==> src/rtl/input_debouncer.sv <==
// Synchroniser plus stability-qualification FSM that turns a raw pin into a clean level.
// Latency SYNC_STAGES+STABLE_CYCLES-1 edges per accepted change; no backpressure, so runs shorter than STABLE_CYCLES are dropped and counted.
module input_debouncer #(
    parameter int SYNC_STAGES   = 2,
    parameter int STABLE_CYCLES = 4,
    parameter int CNT_W         = 4,
    parameter int GLITCH_W      = 8
) (
    input  logic                clk,
    input  logic                reset,
    input  logic                a_raw,
    output logic                a_clean,
    output logic                busy,
    output logic [GLITCH_W-1:0] glitch_cnt
);

    typedef enum logic [1:0] {
        STABLE_LOW  = 2'd0,
        QUAL_HIGH   = 2'd1,
        STABLE_HIGH = 2'd2,
        QUAL_LOW    = 2'd3
    } state_t;

    localparam logic [CNT_W-1:0] CNT_LAST = CNT_W'(STABLE_CYCLES - 1);
    localparam logic [CNT_W-1:0] CNT_ONE  = CNT_W'(1);

    state_t                r_state;
    state_t                w_state_nxt;
    logic [SYNC_STAGES-1:0] r_sync;
    logic                  w_a_sync;
    logic [CNT_W-1:0]      r_cnt;
    logic [CNT_W-1:0]      w_cnt_nxt;
    logic                  r_clean;
    logic                  w_clean_nxt;
    logic                  r_busy;
    logic [GLITCH_W-1:0]   r_glitch;
    logic                  w_reject;

    // Plain shift chain: nothing may sit between these flops.
    always_ff @(posedge clk) begin
        if (reset) begin
            r_sync <= '0;
        end else begin
            r_sync <= {r_sync[SYNC_STAGES-2:0], a_raw};
        end
    end

    assign w_a_sync = r_sync[SYNC_STAGES-1];

    always_comb begin
        w_state_nxt = r_state;
        w_cnt_nxt   = r_cnt;
        w_clean_nxt = r_clean;
        w_reject    = 1'b0;
        case (r_state)
            STABLE_LOW: begin
                if (w_a_sync) begin
                    w_state_nxt = QUAL_HIGH;
                    w_cnt_nxt   = CNT_ONE;
                end
            end
            QUAL_HIGH: begin
                if (!w_a_sync) begin
                    w_state_nxt = STABLE_LOW;
                    w_cnt_nxt   = '0;
                    w_reject    = 1'b1;
                end else if (r_cnt == CNT_LAST) begin
                    w_state_nxt = STABLE_HIGH;
                    w_cnt_nxt   = '0;
                    w_clean_nxt = 1'b1;
                end else begin
                    w_cnt_nxt = r_cnt + 1'b1;
                end
            end
            STABLE_HIGH: begin
                if (!w_a_sync) begin
                    w_state_nxt = QUAL_LOW;
                    w_cnt_nxt   = CNT_ONE;
                end
            end
            QUAL_LOW: begin
                if (w_a_sync) begin
                    w_state_nxt = STABLE_HIGH;
                    w_cnt_nxt   = '0;
                    w_reject    = 1'b1;
                end else if (r_cnt == CNT_LAST) begin
                    w_state_nxt = STABLE_LOW;
                    w_cnt_nxt   = '0;
                    w_clean_nxt = 1'b0;
                end else begin
                    w_cnt_nxt = r_cnt + 1'b1;
                end
            end
            default: begin
                w_state_nxt = STABLE_LOW;
                w_cnt_nxt   = '0;
                w_clean_nxt = 1'b0;
            end
        endcase
    end

    always_ff @(posedge clk) begin
        if (reset) begin
            r_state  <= STABLE_LOW;
            r_cnt    <= '0;
            r_clean  <= 1'b0;
            r_busy   <= 1'b0;
            r_glitch <= '0;
        end else begin
            r_state <= w_state_nxt;
            r_cnt   <= w_cnt_nxt;
            r_clean <= w_clean_nxt;
            r_busy  <= (w_state_nxt == QUAL_HIGH) || (w_state_nxt == QUAL_LOW);
            if (w_reject && (r_glitch != {GLITCH_W{1'b1}})) begin
                r_glitch <= r_glitch + 1'b1;
            end
        end
    end

    assign a_clean    = r_clean;
    assign busy       = r_busy;
    assign glitch_cnt = r_glitch;

endmodule

==> config.mk <==
export PLATFORM = sky130hd
export DESIGN_NAME = input_debouncer
export DESIGN_NICKNAME = d
export VERILOG_FILES = /design/src/rtl/input_debouncer.sv
export SDC_FILE = /design/constraint.sdc
export NUM_CORES = 1
export LEC_CHECK = 0
export BUFFER_PORTS_ARGS = -buffer_cell sky130_fd_sc_hd__clkbuf_2
export CAP_MARGIN = 10
export CORE_MARGIN = 2
export CORE_UTILIZATION = 50
export CTS_BUF_LIST = sky130_fd_sc_hd__clkbuf_4 sky130_fd_sc_hd__clkbuf_8
export CTS_CLUSTER_DIAMETER = 80
export DETAILED_ROUTE_END_ITERATION = 6
export HOLD_SLACK_MARGIN = 0.05
export PLACE_DENSITY = 0.72
export REMOVE_ABC_BUFFERS = 1
export SKIP_LAST_GASP = 1
export SLEW_MARGIN = 20
export SYNTH_ARGS = -nofsm -noshare
export SYNTH_HDL_FRONTEND = slang
export SYNTH_SLANG_ARGS = --single-unit
==> constraint.sdc <==
create_clock -name clk -period 1.9 [get_ports clk]
set_input_delay 0.38 -clock clk [delete_from_list [all_inputs] [get_ports clk]]
set_output_delay 0.38 -clock clk [all_outputs]
set_load 0.05 [all_outputs]
**After elaboration in Yosys (flattened, before gate mapping)**

Index checks and enable logic that the tools add are counted.

- Add/sub/neg operators: 2
- Eq/ne operators: 13
- Multiplexer cells: 21
- Reduce and logical (&&, ||, !) cells: 6

Operator list:

| kind | count |
|---|---|
| $mux 4 | 5 |
| $pmux 4 s4 | 1 |
| $mux 2 | 6 |
| $ne 2x2->1 const B | 6 |
| $add 8x1->8 const B | 1 |
| $ne 8x8->1 const B | 1 |
| $pmux 2 s4 | 1 |
| $eq 2x2->1 const B | 3 |
| $mux 1 | 6 |
| $reduce_and 5->1 | 1 |
| $add 4x1->4 const B | 1 |
| $eq 2x1->1 const B | 2 |
| $eq 4x2->1 const B | 1 |
| $pmux 1 s2 | 2 |
| $logic_not 2->1 | 1 |
| $reduce_and 2->1 | 1 |
| $reduce_bool 2->1 | 1 |
| $logic_and 1x1->1 | 1 |
| $logic_or 1x1->1 | 1 |

- Bits in registers: 18
- Bits of input ports: 3
- Output and inout bits: 10
- Word-level logic and storage cells: 48

**Depth between registers and ports, before layout**

- Word-level depth: 6
- Mapped depth: 5
- Depth with buffers taken out: 5

**Worst setup path after synthesis**

No wires, ideal clock.

- Kind: flip-flop to flip-flop
- Start point: reg r_glitch[0] (netlist: glitch_cnt[0])
- End point: reg r_glitch[1] (netlist: glitch_cnt[1])
- Setup time: 0.128 ns
- Data arrival time: 1.637 ns
- Required time: 1.772 ns
- Setup slack: 0.136 ns
- Cell stages (with the launch flop): 6
- Buffers on the path: 0
- Clock period less this slack: 1.764 ns
- Path through: dfxtp_1 -> ha_1 -> nand3_1 -> o211ai_4 -> mux2i_1 -> nor2_1

- Cells in the longest elaborated chain, start to end: 2
- Elaborated cells between the ends (all ways): 3
- Classes of those cells: add/sub (1); eq/ne (1); reduce/logical (1)

RTL lines:

| what | RTL line | text |
|---|---|---|
| start: declaration | 36 | `logic [GLITCH_W-1:0] r_glitch;` |
| start signal: assignment | 115 | `r_glitch <= r_glitch + 1'b1;` |
| branches (longest 2 deep; another with $add 8x1->8) | n/a |  |

Several ways; the timed one is not identified.
A chain may end at the register's enable or synchronous reset.

**Final worst setup path**

- Start point: reg r_glitch[0] (netlist: glitch_cnt[0])
- End point: reg r_glitch[7] (netlist: glitch_cnt[7])

The elaborated chain is that of the path after synthesis.

==> impl_metrics.ini <==
[status]
status = completed

[finish]
drive_gt1_share_pct = 18.37
antennaDiodeCount = 0
nets = 105
syn_to_final_growth_pct = 11.91

[clocking]
clk_latency_ps = 280
htree_levels = 1
cts_setup_buffers = 0
cts.clk_slew.worst_paths_ps = 100
cts_tree = built
cts_made_buffers = 3
ctsHoldBuffers = 0
cts_sinks = 18
clockBufferDepth = 2
cts-root-buf = clkbuf_4
cts_resized = 0

[route]
wl_um = 1354
drcViolationCount = 0
viasPerCell = 5.719
drt_iter0_markers = 15
dr.pass1.iters = 4
wl_per_cell_um = 11.88
ant_nets = 0
vias = 652

[timing]
tns_ps = 0
drv_slew = 0
hold_viol = 0
skew_ps = 6.690
rsz0062_at_grt = false
post-route-period-util_pct = 81.24
tightest_slew_ps = 370.9
fmax_mhz = 647.9
fin_crit_ps = 1544
finalSetupViolations = 0
maxSlewHeadroom_pct = 75.27
fin_hold_ws_ps = 300.5

[setup_path]
r2r_cells = 5
cp.required_ps = 2110
endpoint_kind = register
crit_fanout = 10
worstSetupPathType = register to register
startpoint_type = register
arrival_ps = 1750

[floorplan]
coreArea_um2 = 1506
start_util_pct = 52.99
design.die.area_um2 = 1932
die_w_um = 43.96
io_pins = 13
die_h_um = 43.96
rows = 14

[synth]
synth_seq_cells = 18
synth_cells = 85
synth_area_leaders = dfxtp_1 45%, nor2_1 5.6%, a21oi_1 4.4%, xnor2_4 3.4%, xor2_1 3.3%
synth_top_cell_area_share_pct = 45.14
synth_area_um2 = 798.3
synth_common_cells = 18 x dfxtp_1, 12 x nor2_1, 7 x a21oi_1
syn_area_per_cell_um2 = 9.391
yosysMostFrequentCell = dfxtp_1
ys_seq_area_share_pct = 45.14
synth_top_area_cell = dfxtp_1
synth_warnings = 0
synth_edf_count = 0
synth_flop_cell = dfxtp_1
async_flop_share_pct = 0
synth_cell_types = 29

[global_route]
antenna_found_initial = 0
grt_use_total_pct = 14.89
grt_pass1_wl_um = 2159
grt.overflow.total = 0
grt_max_degree = 19
grt_pass1_vias = 498

[pwr]
finalPower_w = 0.0006147
leakagePower_nw = 0.3640
powerDensity_nw_per_um2 = 688.1
vdd_drop_max_v = 0.0004198

[placed_design]
port_buffers = 12
dp_hpwl_um = 932.3
gp_congestion = 0.7499

[worst_hold_path]
hold_path.class = input pin to register
holdPathStages = 2

[flow_run]
max_cap_violations = 0
metrics by stage:
step	utilization, %	cell area (µm²)	cells	setup slack [ps]
2_1_floorplan	-	790.8	83	147.2
3_3_place_gp	57.81	870.8	111	432.6
3_5_place_dp	57.81	870.8	111	395.0
4_1_cts	59.30	893.4	114	359.7
5_1_grt	59.30	893.4	114	260.2
6_report	59.30	893.4	114	356.5
registers in the layout, indices dropped and copies added, names as in the netlist:
name / count
busy: 1
r_sync: 2
r_cnt: 4
a_clean: 1
r_state: 2
glitch_cnt: 8
metal layers:
layer / wire, µm / track usage, % / vias up
li1: - / - / 341
met1: 754 / 23.04 / 293
met2: 528 / 20.59 / 16
met3: 57 / 2.500 / 2
met4: 13 / 5.455 / 0
met5: 0 / 0 / -
critical path, cell delays in order (launching register included):
cell and delay [ps]:
dfxtp_1 350, ha_1 240, nand3_1 150, o211ai_4 140
or4_1 430, a21oi_1 150
cell type report:
class	instances	area, µm²
fillers	138	613.1
clock buffers	3	22.52
well taps	16	20.02
inverters	2	7.507
repair buffers	12	60.06
flip-flops and latches	18	360.3
multi-input cells	63	422.9
worst paths after layout:
kind / start / to / slack [ps]
min reg2reg: r_sync[0]$_SDFF_PP0_ / r_sync[1]$_SDFF_PP0_ / 460
max: glitch_cnt[0]$_SDFFE_PP0P_ / glitch_cnt[7]$_SDFFE_PP0P_ / 360
min: a_raw / r_sync[0]$_SDFF_PP0_ / 300
max reg2reg: glitch_cnt[0]$_SDFFE_PP0P_ / glitch_cnt[7]$_SDFFE_PP0P_ / 360
cells by family after synthesis:
| family | Yosys count | share of synthesized area [%] |
|---|---|---|
| AOI/OAI and AO/OA | 18 | 15.52 |
| xor gates and xnor gates | 4 | 6.741 |
| muxes | 2 | 2.508 |
| buffers and inverters | 4 | 1.882 |
| DFF | 18 | 45.14 |
| adders and majority gates | 2 | 3.134 |
| and+or+nand+nor | 37 | 25.08 |
power breakdown:
part | switching (W) | total [W] | internal (W)
Clock | 0.000107 | 0.000181 | 0.0000734
Sequential | 0.00000707 | 0.000391 | 0.000384
Combinational | 0.0000289 | 0.0000424 | 0.0000135
cells in the final DEF (no fill, tap or decap):
cell type,count
and4_1,1
a211oi_1,1
clkbuf_2,12
and4bb_2,1
or3_1,2
nand3_1,4
o21ai_0,4
xnor2_4,1
o31ai_1,2
ha_1,2
nand4b_1,1
a2bb2oi_1,1
or4_1,2
o211ai_4,1
a22oi_1,1
nand2b_1,1
o2111ai_1,1
dfxtp_1,18
nor2b_1,2
clkbuf_4,3
xor2_1,3
and2_1,1
nor3b_1,1
nor2_1,12
inv_1,2
mux2i_1,2
nand2_1,2
a21oi_1,7
nand4_1,2
nor3_1,5
(Power assumes the default switching activity.)
